<file path="src/rtl/video_shifter.sv">
// Serialises processor-written pixel bytes onto a single video pixel line,
// MSB first, each bit held for CLKS_PER_PIXEL clocks, with a one-byte holding
// register so a new byte can follow the current one with no gap pixel.
// A sync request produces a SYNC_LEN-clock videoSync pulse that blanks the
// pixel output without disturbing the shifter or the holding register.
// Optional feature: define VIDEO_OVERRUN_EN to add a sticky overrun flag that
// records any write dropped because the holding register was full.
module video_shifter #(
  parameter int CLKS_PER_PIXEL = 2,
  parameter int SYNC_LEN       = 8
) (
  input  logic       clk,
  input  logic       reset,
  input  logic [7:0] wrData,
  input  logic       wrStrobe,
  input  logic       syncStrobe,
  output logic       ready,
  output logic       videoSync,
  output logic       videoPixel
`ifdef VIDEO_OVERRUN_EN
  ,
  output logic       overrun
`endif
);

  localparam int DIV_W  = (CLKS_PER_PIXEL > 1) ? $clog2(CLKS_PER_PIXEL) : 1;
  localparam int SYNC_W = (SYNC_LEN > 1) ? $clog2(SYNC_LEN) : 1;
  localparam logic [DIV_W-1:0]  DIV_LAST  = DIV_W'(CLKS_PER_PIXEL - 1);
  localparam logic [SYNC_W-1:0] SYNC_LOAD = SYNC_W'(SYNC_LEN - 1);

  logic [7:0]        hold_q, hold_d;
  logic              full_q, full_d;
  logic [7:0]        shift_q, shift_d;
  logic [3:0]        bit_cnt_q, bit_cnt_d;
  logic [DIV_W-1:0]  div_q, div_d;
  logic [SYNC_W-1:0] sync_cnt_q, sync_cnt_d;
  logic              video_sync_q, video_sync_d;
  logic              video_pixel_q, video_pixel_d;

  logic              pixel_end;
  logic              transfer;
  logic              accept;

  // Next-state logic: holding register, shifter/divider, sync counter, outputs.
  always_comb begin
    hold_d        = hold_q;
    full_d        = full_q;
    shift_d       = shift_q;
    bit_cnt_d     = bit_cnt_q;
    div_d         = div_q;
    sync_cnt_d    = sync_cnt_q;

    // Last divider clock of the bit currently on the line.
    pixel_end = (bit_cnt_q != 4'd0) && (div_q == DIV_LAST);
    // Holding byte moves into the shifter when idle, or seamlessly at the end
    // of the eighth bit so no gap pixel appears between bytes.
    transfer  = full_q && ((bit_cnt_q == 4'd0) || ((bit_cnt_q == 4'd1) && pixel_end));
    // A write is taken when the holding register is empty or is being
    // emptied on this very edge.
    accept    = wrStrobe && (!full_q || transfer);

    if (transfer) begin
      shift_d   = hold_q;
      bit_cnt_d = 4'd8;
      div_d     = '0;
    end else if (bit_cnt_q != 4'd0) begin
      if (pixel_end) begin
        div_d     = '0;
        shift_d   = {shift_q[6:0], 1'b0};
        bit_cnt_d = bit_cnt_q - 4'd1;
      end else begin
        div_d = div_q + 1'b1;
      end
    end

    if (accept) begin
      hold_d = wrData;
    end
    full_d = accept || (full_q && !transfer);

    // A new request always restarts the pulse at its full length.
    if (syncStrobe) begin
      sync_cnt_d = SYNC_LOAD;
    end else if (sync_cnt_q != '0) begin
      sync_cnt_d = sync_cnt_q - 1'b1;
    end

    video_sync_d  = syncStrobe || (sync_cnt_q != '0);
    // Blanking is applied against the next sync value so both outputs
    // change on the same edge.
    video_pixel_d = !video_sync_d && (bit_cnt_q != 4'd0) && shift_q[7];
  end

  // State registers, cleared immediately by the asynchronous reset.
  always_ff @(posedge clk or negedge reset) begin
    if (!reset) begin
      hold_q        <= '0;
      full_q        <= 1'b0;
      shift_q       <= '0;
      bit_cnt_q     <= '0;
      div_q         <= '0;
      sync_cnt_q    <= '0;
      video_sync_q  <= 1'b0;
      video_pixel_q <= 1'b0;
    end else begin
      hold_q        <= hold_d;
      full_q        <= full_d;
      shift_q       <= shift_d;
      bit_cnt_q     <= bit_cnt_d;
      div_q         <= div_d;
      sync_cnt_q    <= sync_cnt_d;
      video_sync_q  <= video_sync_d;
      video_pixel_q <= video_pixel_d;
    end
  end

  assign ready      = !full_q;
  assign videoSync  = video_sync_q;
  assign videoPixel = video_pixel_q;

`ifdef VIDEO_OVERRUN_EN
  logic overrun_q, overrun_d;
  logic drop;

  // Sticky record of any write lost while the holding register was full.
  always_comb begin
    drop      = wrStrobe && full_q && !transfer;
    overrun_d = overrun_q || drop;
  end

  // Overrun flag register; only reset clears it.
  always_ff @(posedge clk or negedge reset) begin
    if (!reset) begin
      overrun_q <= 1'b0;
    end else begin
      overrun_q <= overrun_d;
    end
  end

  assign overrun = overrun_q;
`endif

endmodule

</file>
<file path="config.mk">
export PLATFORM = sky130hd
export DESIGN_NAME = video_shifter
export DESIGN_NICKNAME = d
export VERILOG_FILES = /design/src/rtl/video_shifter.sv
export SDC_FILE = /design/constraint.sdc
export NUM_CORES = 1
export LEC_CHECK = 0
export ABC_AREA = 1
export BUFFER_PORTS_ARGS = -buffer_cell sky130_fd_sc_hd__buf_4
export CORE_MARGIN = 2
export CORE_UTILIZATION = 50
export CTS_CLUSTER_SIZE = 20
export DETAILED_ROUTE_END_ITERATION = 7
export PLACE_DENSITY = 0.7
export RECOVER_POWER = 25
export SYNTH_ARGS = -nofsm -noshare
export SYNTH_HDL_FRONTEND = slang
export SYNTH_SLANG_ARGS = --single-unit
</file>
<file path="constraint.sdc">
create_clock -name clk -period 2.1 [get_ports clk]
set_clock_uncertainty 0.1 [all_clocks]
set_input_delay 0.315 -clock clk [delete_from_list [all_inputs] [get_ports clk]]
set_output_delay 0.315 -clock clk [all_outputs]
set_load 0.1 [all_outputs]
</file>
==> impl_metrics.prom, run 1 <==
# TYPE chip_impl_metric gauge
chip_impl_info{name="rsz0062_at_grt",value="no"} 1
chip_impl_metric{name="grt_pass1_wl",unit="mm"} 4.367
chip_impl_metric{name="cap_viol_max_count",unit=""} 0
chip_impl_metric{name="clock_tree.htree_level_count",unit=""} 1
chip_impl_metric{name="post_synth_num_cell_types",unit=""} 22
chip_impl_metric{name="portBuffers",unit=""} 14
chip_impl_info{name="hp-start",value="syncStrobe"} 1
chip_impl_info{name="yosys.area.top_type",value="sky130_fd_sc_hd__dfrtp_1"} 1
chip_impl_metric{name="rrSetupSlack",unit="ns"} 0.48
chip_impl_info{name="cp-start-kind",value="register"} 1
chip_impl_metric{name="whs_path_depth",unit=""} 3
chip_impl_metric{name="drt-wirelength-per-cell",unit="um"} 11.19
chip_impl_metric{name="synthesized_area_per_cell",unit="um^2"} 8.451
chip_impl_metric{name="power.ir.vdd_worst",unit="mV"} 0.9066
chip_impl_metric{name="clkLatencyLatePin",unit="ns"} 0.32
chip_impl_metric{name="drive_gt1_share",unit="%"} 15.17
chip_impl_metric{name="placedCellCount",unit=""} 204
chip_impl_metric{name="postSynth.asyncResetShare",unit="%"} 100.0
chip_impl_metric{name="cts-root-to-sink-buffers",unit=""} 2
chip_impl_metric{name="critical_path_data_required_time",unit="ns"} 1.68
chip_impl_metric{name="arrival_worst_endpoint",unit="ns"} 1.39
chip_impl_metric{name="slew_violations",unit=""} 0
chip_impl_metric{name="worst_slew_pin_slew",unit="ns"} 0.6664
chip_impl_metric{name="layout.nets",unit=""} 195
chip_impl_metric{name="initial_utilization",unit="%"} 51.28
chip_impl_metric{name="io-pin-count",unit=""} 15
chip_impl_metric{name="finalSetupTns",unit="ns"} 0
chip_impl_metric{name="core",unit="mm^2"} 0.002686
chip_impl_metric{name="detailed_place_hpwl",unit="mm"} 1.701
chip_impl_metric{name="globalRouteOverflowTotal",unit=""} 0
chip_impl_metric{name="synth.yosys.warnings",unit=""} 0
chip_impl_info{name="synthMostInstantiatedCell",value="sky130_fd_sc_hd__nand2_1"} 1
chip_impl_metric{name="synth-edff-count",unit=""} 0
chip_impl_info{name="worstSetupPathType",value="register to primary output"} 1
chip_impl_metric{name="area_growth",unit="%"} 10.63
chip_impl_metric{name="synth-seq-cells",unit=""} 27
chip_impl_metric{name="cts_sinks",unit=""} 27
chip_impl_metric{name="vias_in_the_first_global_route",unit=""} 1052
chip_impl_metric{name="fin_crit",unit="ns"} 1.803
chip_impl_metric{name="synthCells",unit=""} 163
chip_impl_info{name="netlist_top_cells_area",value="sky130_fd_sc_hd__dfrtp_1, sky130_fd_sc_hd__nand3_1, sky130_fd_sc_hd__nand2_1, sky130_fd_sc_hd__inv_1, sky130_fd_sc_hd__ha_1"} 1
chip_impl_metric{name="hold_violations_final",unit=""} 0
chip_impl_metric{name="stdcell_count",unit=""} 209
chip_impl_info{name="cp-end-kind",value="primary output"} 1
chip_impl_metric{name="die-area",unit="mm^2"} 0.003191
chip_impl_info{name="timing.hold.worst.class",value="primary input to register"} 1
chip_impl_metric{name="post_cts_resize_count",unit=""} 0
chip_impl_info{name="dominantRegCellSynth",value="sky130_fd_sc_hd__dfrtp_1"} 1
chip_impl_metric{name="synth_largest_type_area_fraction",unit="%"} 49.05
chip_impl_info{name="reg2reg_from",value="bit_cnt_q[0]"} 1
chip_impl_metric{name="standby_leakage_power",unit="nW"} 0.8509
chip_impl_metric{name="route.final.wire_length",unit="mm"} 2.338
chip_impl_metric{name="synthesized_nets",unit=""} 179
chip_impl_metric{name="postRouteAntennaNets",unit=""} 0
chip_impl_metric{name="drt_first_iter_violations",unit=""} 38
chip_impl_metric{name="cell_depth_of_the_worst_flop_to_flop_path",unit=""} 7
chip_impl_info{name="hold-path-endpoint",value="sync_cnt_q[0]"} 1
chip_impl_metric{name="horiz_die_dim",unit="um"} 56.49
chip_impl_metric{name="highest_achievable_clock_rate",unit="MHz"} 554.7
chip_impl_metric{name="routability_congestion_estimate_from_global_placement",unit=""} 0.7348
chip_impl_metric{name="clk_transition_reported_paths",unit="ns"} 0.14
chip_impl_info{name="cts_root_buf",value="sky130_fd_sc_hd__clkbuf_4"} 1
chip_impl_metric{name="n_antenna_cell",unit=""} 0
chip_impl_metric{name="post_synth_instance_area",unit="mm^2"} 0.001378
chip_impl_metric{name="post-route-drc-count",unit=""} 0
chip_impl_metric{name="global_route.usage.total",unit="%"} 17.00
chip_impl_metric{name="placementRows",unit=""} 19
chip_impl_metric{name="largest_net_degree_at_the_start_of_global_routing",unit=""} 28
chip_impl_metric{name="drt-vias-per-instance",unit=""} 4.986
chip_impl_info{name="most_frequent_cells_after_synthesis",value="sky130_fd_sc_hd__nand2_1, sky130_fd_sc_hd__nand3_1, sky130_fd_sc_hd__dfrtp_1"} 1
chip_impl_metric{name="timing.final.crit_share",unit="%"} 85.85
chip_impl_metric{name="slew_headroom",unit="%"} 55.57
chip_impl_metric{name="ys_seq_area_share",unit="%"} 49.05
chip_impl_metric{name="setup_violations",unit=""} 0
chip_impl_metric{name="via_count",unit=""} 1042
chip_impl_info{name="status",value="finished clean"} 1
chip_impl_metric{name="cts_inserted_buffers",unit=""} 3
chip_impl_metric{name="antenna_found_initial",unit=""} 0
chip_impl_info{name="critical_r2r_capture",value="bit_cnt_q[1]"} 1
chip_impl_info{name="clock_tree_from_tritoncts",value="yes"} 1
chip_impl_metric{name="power_dens_cells",unit="mW/mm^2"} 1482
chip_impl_metric{name="drt-pass1-iter-count",unit=""} 4
chip_impl_metric{name="cp_max_fo",unit=""} 12
chip_impl_metric{name="dieHeight",unit="um"} 56.49
## metal layers
| metal | track usage [%] | share of wire, % | vias up | wire, um |
|---|---|---|---|---|
| met2 | 27.91 | 46 | 19 | 1074 |
| met5 | 0 | 0 | - | 0 |
| li1 | - | - | 542 | - |
| met4 | 6.463 | 1.2 | 0 | 27 |
| met3 | 2.074 | 3.3 | 4 | 77 |
| met1 | 23.00 | 50 | 477 | 1160 |
## where the power goes
| part | internal (W) | switching, W | leakage (nW) |
|---|---|---|---|
| logic | 0.000389 | 0.000749 | 0.511 |
| registers | 0.000730 | 0.000169 | 0.325 |
| clock network | 0.0000743 | 0.000147 | 0.0150 |
## sequential cells by signal (all words and copies together) (netlist names)
register    count
shift_q         8
div_q           1
sync_cnt_q      3
full_q          1
hold_q          8
bit_cnt_q       4
videoPixel      1
videoSync       1
## area by class of cell
type                            count  area (um^2)
Fill cell                         250         1162
Timing Repair Buffer               15        112.6
Multi-Input combinational cell    105        566.8
Tap cell                           31        38.79
Inverter                           27        103.9
Sequential cell                    27        675.6
Clock buffer                        4        26.28
## kinds of logic (layout without fill, tap and decap cells)
group | after synthesis | after routing | synth area share (%)
adder cells (fa/ha/maj) | 4 | 4 | 3.633
XOR/XNOR | 2 | 2 | 1.272
flip-flops | 27 | 27 | 49.05
buffers and inverters | 31 | 46 | 9.809
AND/OR/NAND/NOR | 91 | 91 | 33.15
AO/OA/AOI/OAI | 8 | 8 | 3.087
## worst max-delay path by stage
stage	startpoint	end	slack [ns]	depth (start not counted)
6_report	full_q	ready	0.30	2
5_1_grt	full_q	ready	0.22	2
2_1_floorplan	full_q	ready	0.44	2
4_1_cts	full_q	ready	0.29	2
3_5_place_dp	bit_cnt_q[0]	hold_q[4]	0.52	7
3_3_place_gp	bit_cnt_q[0]	bit_cnt_q[0]	0.59	7
## layout by cell type, fill, tap and decap left out
cell type	synthesis	layout
sky130_fd_sc_hd__nand2_4	4	4
sky130_fd_sc_hd__inv_1	26	26
sky130_fd_sc_hd__dfrtp_1	27	27
sky130_fd_sc_hd__ha_1	4	4
sky130_fd_sc_hd__a21oi_1	1	1
sky130_fd_sc_hd__nor2_1	3	3
sky130_fd_sc_hd__xor2_1	1	1
sky130_fd_sc_hd__clkbuf_4	0	3
sky130_fd_sc_hd__clkbuf_2	0	1
sky130_fd_sc_hd__o21ai_1	3	3
sky130_fd_sc_hd__inv_4	1	1
sky130_fd_sc_hd__o21ai_0	3	3
sky130_fd_sc_hd__nand3_2	1	1
sky130_fd_sc_hd__nand2_1	41	41
sky130_fd_sc_hd__xnor2_1	1	1
sky130_fd_sc_hd__o211ai_1	1	1
sky130_fd_sc_hd__nand3b_1	1	1
sky130_fd_sc_hd__nand2_8	1	1
sky130_fd_sc_hd__clkbuf_1	1	1
sky130_fd_sc_hd__dlygate4sd3_1	0	1
sky130_fd_sc_hd__nand2_2	2	2
sky130_fd_sc_hd__buf_4	0	13
sky130_fd_sc_hd__nor2_4	1	1
sky130_fd_sc_hd__nand3_1	37	37
## worst max-delay path, stage by stage, from the launching register on
cell	delay [ns]
sky130_fd_sc_hd__dfrtp_1	0.69
sky130_fd_sc_hd__inv_1	0.12
sky130_fd_sc_hd__buf_4	0.26
## repair_timing
item | in CTS | in global routing
hold buffers | 1 | 0
setup buffers | 0 | 0
endpoints found under the hold margin | 27 | 0
## metrics by stage
| stage | setup WS [ns] | power, W | utilization (%) | hold WS, ns | instance area [um^2] |
|---|---|---|---|---|---|
| 6_report | 0.2971 | 0.002259 | 56.73 | 0.09931 | 1524 |
| 5_1_grt | 0.2198 | 0.002497 | 56.73 | 0.1070 | 1524 |
| 4_1_cts | 0.2851 | 0.002283 | 56.82 | 0.09784 | 1526 |
| 3_5_place_dp | 0.5157 | 0.002058 | 55.47 | 0.1491 | 1490 |
| 3_3_place_gp | 0.5872 | 0.002018 | 55.47 | 0.1462 | 1490 |
| 2_1_floorplan | 0.4388 | 0.001875 | - | -0.08059 | 1378 |
Note: power is estimated with default switching activity, not from simulation.
==> inputs of run 2 (changes only) <==
Settings changed: ABC_AREA 1 to default.
==> impl_metrics.prom, run 2 <==
# TYPE chip_impl_metric gauge
chip_impl_metric{name="global_route.usage.total",unit="%"} 19.24
chip_impl_metric{name="hold_violations_final",unit=""} 0
chip_impl_metric{name="clk_transition_reported_paths",unit="ns"} 0.14
chip_impl_metric{name="cell_internal_pwr",unit="W"} 0.001150
chip_impl_metric{name="power.ir.vdd_worst",unit="mV"} 0.8170
chip_impl_metric{name="synth-edff-count",unit=""} 0
chip_impl_metric{name="post-route-drc-count",unit=""} 0
chip_impl_metric{name="slew_headroom",unit="%"} 52.60
chip_impl_metric{name="highest_achievable_clock_rate",unit="MHz"} 524.4
chip_impl_metric{name="drt-pass1-iter-count",unit=""} 4
chip_impl_metric{name="standby_leakage_power",unit="nW"} 0.6561
chip_impl_info{name="maxUsedRoutingLayer",value="met4"} 1
chip_impl_metric{name="power.sequential.fraction",unit="%"} 46.2
chip_impl_info{name="most_frequent_cells_after_synthesis",value="sky130_fd_sc_hd__dfrtp_1, sky130_fd_sc_hd__nand2_1, sky130_fd_sc_hd__inv_1"} 1
chip_impl_metric{name="via_count",unit=""} 920
chip_impl_info{name="cts_root_buf",value="sky130_fd_sc_hd__clkbuf_4"} 1
chip_impl_metric{name="placementRows",unit=""} 18
chip_impl_metric{name="dieHeight",unit="um"} 54.72
chip_impl_metric{name="synth_largest_type_area_fraction",unit="%"} 52.53
chip_impl_metric{name="route.final.wire_length",unit="mm"} 2.280
chip_impl_metric{name="switching_share",unit="%"} 39.10
chip_impl_metric{name="io-pin-count",unit=""} 15
chip_impl_info{name="status",value="finished clean"} 1
chip_impl_info{name="rsz0062_at_grt",value="no"} 1
chip_impl_metric{name="grt_pass1_wl",unit="mm"} 4.008
chip_impl_metric{name="critical_path_data_required_time",unit="ns"} 2.23
chip_impl_metric{name="critPathBufInv",unit=""} 1
chip_impl_info{name="clock_tree_from_tritoncts",value="yes"} 1
chip_impl_metric{name="setup_violations",unit=""} 0
chip_impl_metric{name="placedCellCount",unit=""} 157
chip_impl_metric{name="total_power",unit="W"} 0.001888
chip_impl_metric{name="globalRouteOverflowTotal",unit=""} 0
chip_impl_info{name="commonest_non_fill_non_tap_cell_in_the_layout",value="sky130_fd_sc_hd__dfrtp_1"} 1
chip_impl_metric{name="switching_power",unit="W"} 0.0007382
chip_impl_metric{name="vias_in_the_first_global_route",unit=""} 896
chip_impl_metric{name="fin_crit",unit="ns"} 1.907
chip_impl_info{name="mostFrequentLayoutCells",value="sky130_fd_sc_hd__dfrtp_1, sky130_fd_sc_hd__nand2_1, sky130_fd_sc_hd__buf_4, sky130_fd_sc_hd__inv_1"} 1
chip_impl_metric{name="dr_wl_met2",unit="mm"} 1.073
chip_impl_metric{name="initial_utilization",unit="%"} 52.40
chip_impl_info{name="worst_path_dominant_cell_family",value="multiplexers"} 1
chip_impl_metric{name="drt_first_iter_violations",unit=""} 13
chip_impl_metric{name="slew_violations",unit=""} 0
chip_impl_info{name="cp-start-kind",value="register"} 1
chip_impl_info{name="yosys.area.top_type",value="sky130_fd_sc_hd__dfrtp_1"} 1
chip_impl_info{name="critical_path.slowest_cell",value="sky130_fd_sc_hd__dfrtp_1"} 1
chip_impl_metric{name="cts_sinks",unit=""} 27
chip_impl_metric{name="synthesized_area_per_cell",unit="um^2"} 10.90
chip_impl_metric{name="synth.yosys.warnings",unit=""} 0
chip_impl_metric{name="die-area",unit="mm^2"} 0.002994
chip_impl_metric{name="finalSetupTns",unit="ns"} 0
chip_impl_metric{name="wl_met1",unit="mm"} 1.088
chip_impl_info{name="timing.hold.worst.class",value="primary input to register"} 1
chip_impl_metric{name="largest_net_degree_at_the_start_of_global_routing",unit=""} 28
chip_impl_metric{name="postSynth.asyncResetShare",unit="%"} 100.0
chip_impl_metric{name="area_growth",unit="%"} 11.77
chip_impl_info{name="synthMostInstantiatedCell",value="sky130_fd_sc_hd__dfrtp_1"} 1
chip_impl_metric{name="cp_max_fo",unit=""} 5
chip_impl_metric{name="power_dens_cells",unit="mW/mm^2"} 1313
chip_impl_metric{name="cts-root-to-sink-buffers",unit=""} 2
chip_impl_metric{name="maximum_single_stage_delay_on_the_critical_path",unit="ns"} 0.42
chip_impl_metric{name="arrival_worst_endpoint",unit="ns"} 2.03
chip_impl_metric{name="portBuffers",unit=""} 14
chip_impl_metric{name="synthCells",unit=""} 118
chip_impl_info{name="critical_path.cell_chain",value="inv_1, ha_1, nor3b_2, mux2i_1, mux2_2"} 1
chip_impl_metric{name="detailed_place_hpwl",unit="mm"} 1.647
chip_impl_info{name="dominantRegCellSynth",value="sky130_fd_sc_hd__dfrtp_1"} 1
chip_impl_metric{name="postRouteAntennaNets",unit=""} 0
chip_impl_metric{name="synthesized_nets",unit=""} 134
chip_impl_info{name="worstSetupPathType",value="register to register"} 1
chip_impl_metric{name="drt-wirelength-per-cell",unit="um"} 14.07
chip_impl_metric{name="layout.nets",unit=""} 149
chip_impl_info{name="top_regs",value="hold_q (8), shift_q (8), bit_cnt_q (4)"} 1
chip_impl_metric{name="synth-seq-cells",unit=""} 27
chip_impl_metric{name="horiz_die_dim",unit="um"} 54.72
chip_impl_metric{name="worst_slew_pin_slew",unit="ns"} 0.7091
chip_impl_metric{name="core",unit="mm^2"} 0.002455
chip_impl_metric{name="clock_tree.htree_level_count",unit=""} 1
chip_impl_metric{name="clkLatencyLatePin",unit="ns"} 0.32
chip_impl_metric{name="combinationalPowerShare",unit="%"} 42.2
chip_impl_metric{name="ys_seq_area_share",unit="%"} 52.53
chip_impl_metric{name="stdcell_count",unit=""} 162
chip_impl_metric{name="drt-vias-per-instance",unit=""} 5.679
chip_impl_info{name="netlist_top_cells_area",value="sky130_fd_sc_hd__dfrtp_1, sky130_fd_sc_hd__a221o_1, sky130_fd_sc_hd__nand2_1, sky130_fd_sc_hd__nor3b_1, sky130_fd_sc_hd__ha_1"} 1
chip_impl_metric{name="cap_viol_max_count",unit=""} 0
chip_impl_metric{name="detailroute.wirelength.met3",unit="um"} 97
chip_impl_metric{name="antenna_found_initial",unit=""} 0
chip_impl_metric{name="post_synth_num_cell_types",unit=""} 30
chip_impl_metric{name="cts_inserted_buffers",unit=""} 3
chip_impl_info{name="cp-end-kind",value="register"} 1
chip_impl_metric{name="power_frac_clock",unit="%"} 11.7
chip_impl_metric{name="timing.final.crit_share",unit="%"} 90.81
chip_impl_metric{name="n_antenna_cell",unit=""} 0
chip_impl_metric{name="fin_util",unit="%"} 58.56
chip_impl_metric{name="drive_gt1_share",unit="%"} 19.70
chip_impl_metric{name="post_synth_instance_area",unit="mm^2"} 0.001286
chip_impl_metric{name="routability_congestion_estimate_from_global_placement",unit=""} 0.7919
## run 2: changes by cell type after synthesis, moves of 3 or more
cell / before / now
sky130_fd_sc_hd__inv_1: 26 / 9
sky130_fd_sc_hd__nand3_1: 37 / 0
sky130_fd_sc_hd__mux2_2: 0 / 3
sky130_fd_sc_hd__nand2_1: 41 / 17
sky130_fd_sc_hd__nor3b_1: 0 / 8
sky130_fd_sc_hd__a21oi_1: 1 / 4
sky130_fd_sc_hd__a221o_1: 0 / 7
sky130_fd_sc_hd__nand2_4: 4 / 0
sky130_fd_sc_hd__o21ai_1: 3 / 0
sky130_fd_sc_hd__o22ai_1: 0 / 8
sky130_fd_sc_hd__nand2b_1: 0 / 3
sky130_fd_sc_hd__clkbuf_1: 1 / 4
## run 2: metrics by stage
step | hold slack (ns) | setup WS (ns) | instance area [um^2]
final | 0.09627 | 0.1931 | 1438
after global routing | 0.08493 | 0.003202 | 1438
after CTS | 0.08921 | 0.1718 | 1439
after detailed placement | 0.1455 | 0.1741 | 1403
after global placement | 0.1443 | 0.2447 | 1403
after floorplan | -0.08059 | 0.3105 | 1286
## run 2: metal layers
metal / vias up / global-route usage (%)
li1: 451 / -
met1: 447 / 24.47
met2: 17 / 32.34
met3: 5 / 5.738
met4: 0 / 3.750
met5: - / 0
## run 2: path summary, 6_finish.rpt
path	from	end	slack [ns]	cells after the start
worst max-delay path	bit_cnt_q[1]	bit_cnt_q[3]	0.19	5
worst min-delay path	syncStrobe	sync_cnt_q[1]	0.1	2
worst max register to register	bit_cnt_q[1]	bit_cnt_q[3]	0.19	5
worst min register to register	sync_cnt_q[2]	sync_cnt_q[2]	0.40	1
max in group asynchronous	reset	div_q	1.07	2
min in group asynchronous	reset	sync_cnt_q[0]	0.43	2
## run 2: what timing repair did
action	4_1_cts	5_1_grt
endpoints found under the setup margin	0	1
hold buffers	1	0
buffers inserted	0	0
hold endpoints to repair	27	0
gates resized for setup	0	1
## run 2: logic make-up (layout without fill, tap and decap cells)
logic type               count (synthesis)  in the layout  share of synthesized area [%]
AND/OR/NAND/NOR                         38             38                          17.12
AO/OA/AOI/OAI                           28             28                          16.54
flip-flops                              27             27                          52.53
buffers and inverters                   16             30                          5.836
adder cells (fa/ha/maj)                  4              4                          3.891
multiplexers                             4              4                          3.405
XOR/XNOR                                 1              1                         0.6811
## run 2: layout make-up
| cell class | count | area, um^2 |
|---|---|---|
| fillers | 215 | 1017 |
| inverters | 9 | 33.78 |
| flip-flops and latches | 27 | 675.6 |
| well taps | 30 | 37.54 |
| clock buffers | 4 | 26.28 |
| repair buffers | 17 | 127.6 |
| multi-input cells | 75 | 536.8 |
## run 2: power groups by stage
stage / clock network (W) / registers, W / logic (W)
global route: 0.000257 / 0.000902 / 0.000888
detailed placement: 0 / 0.000876 / 0.000798
global placement: 0 / 0.000871 / 0.000767
floorplan: 0 / 0.000814 / 0.000695
CTS: 0.000231 / 0.000870 / 0.000797
finish: 0.000220 / 0.000872 / 0.000797
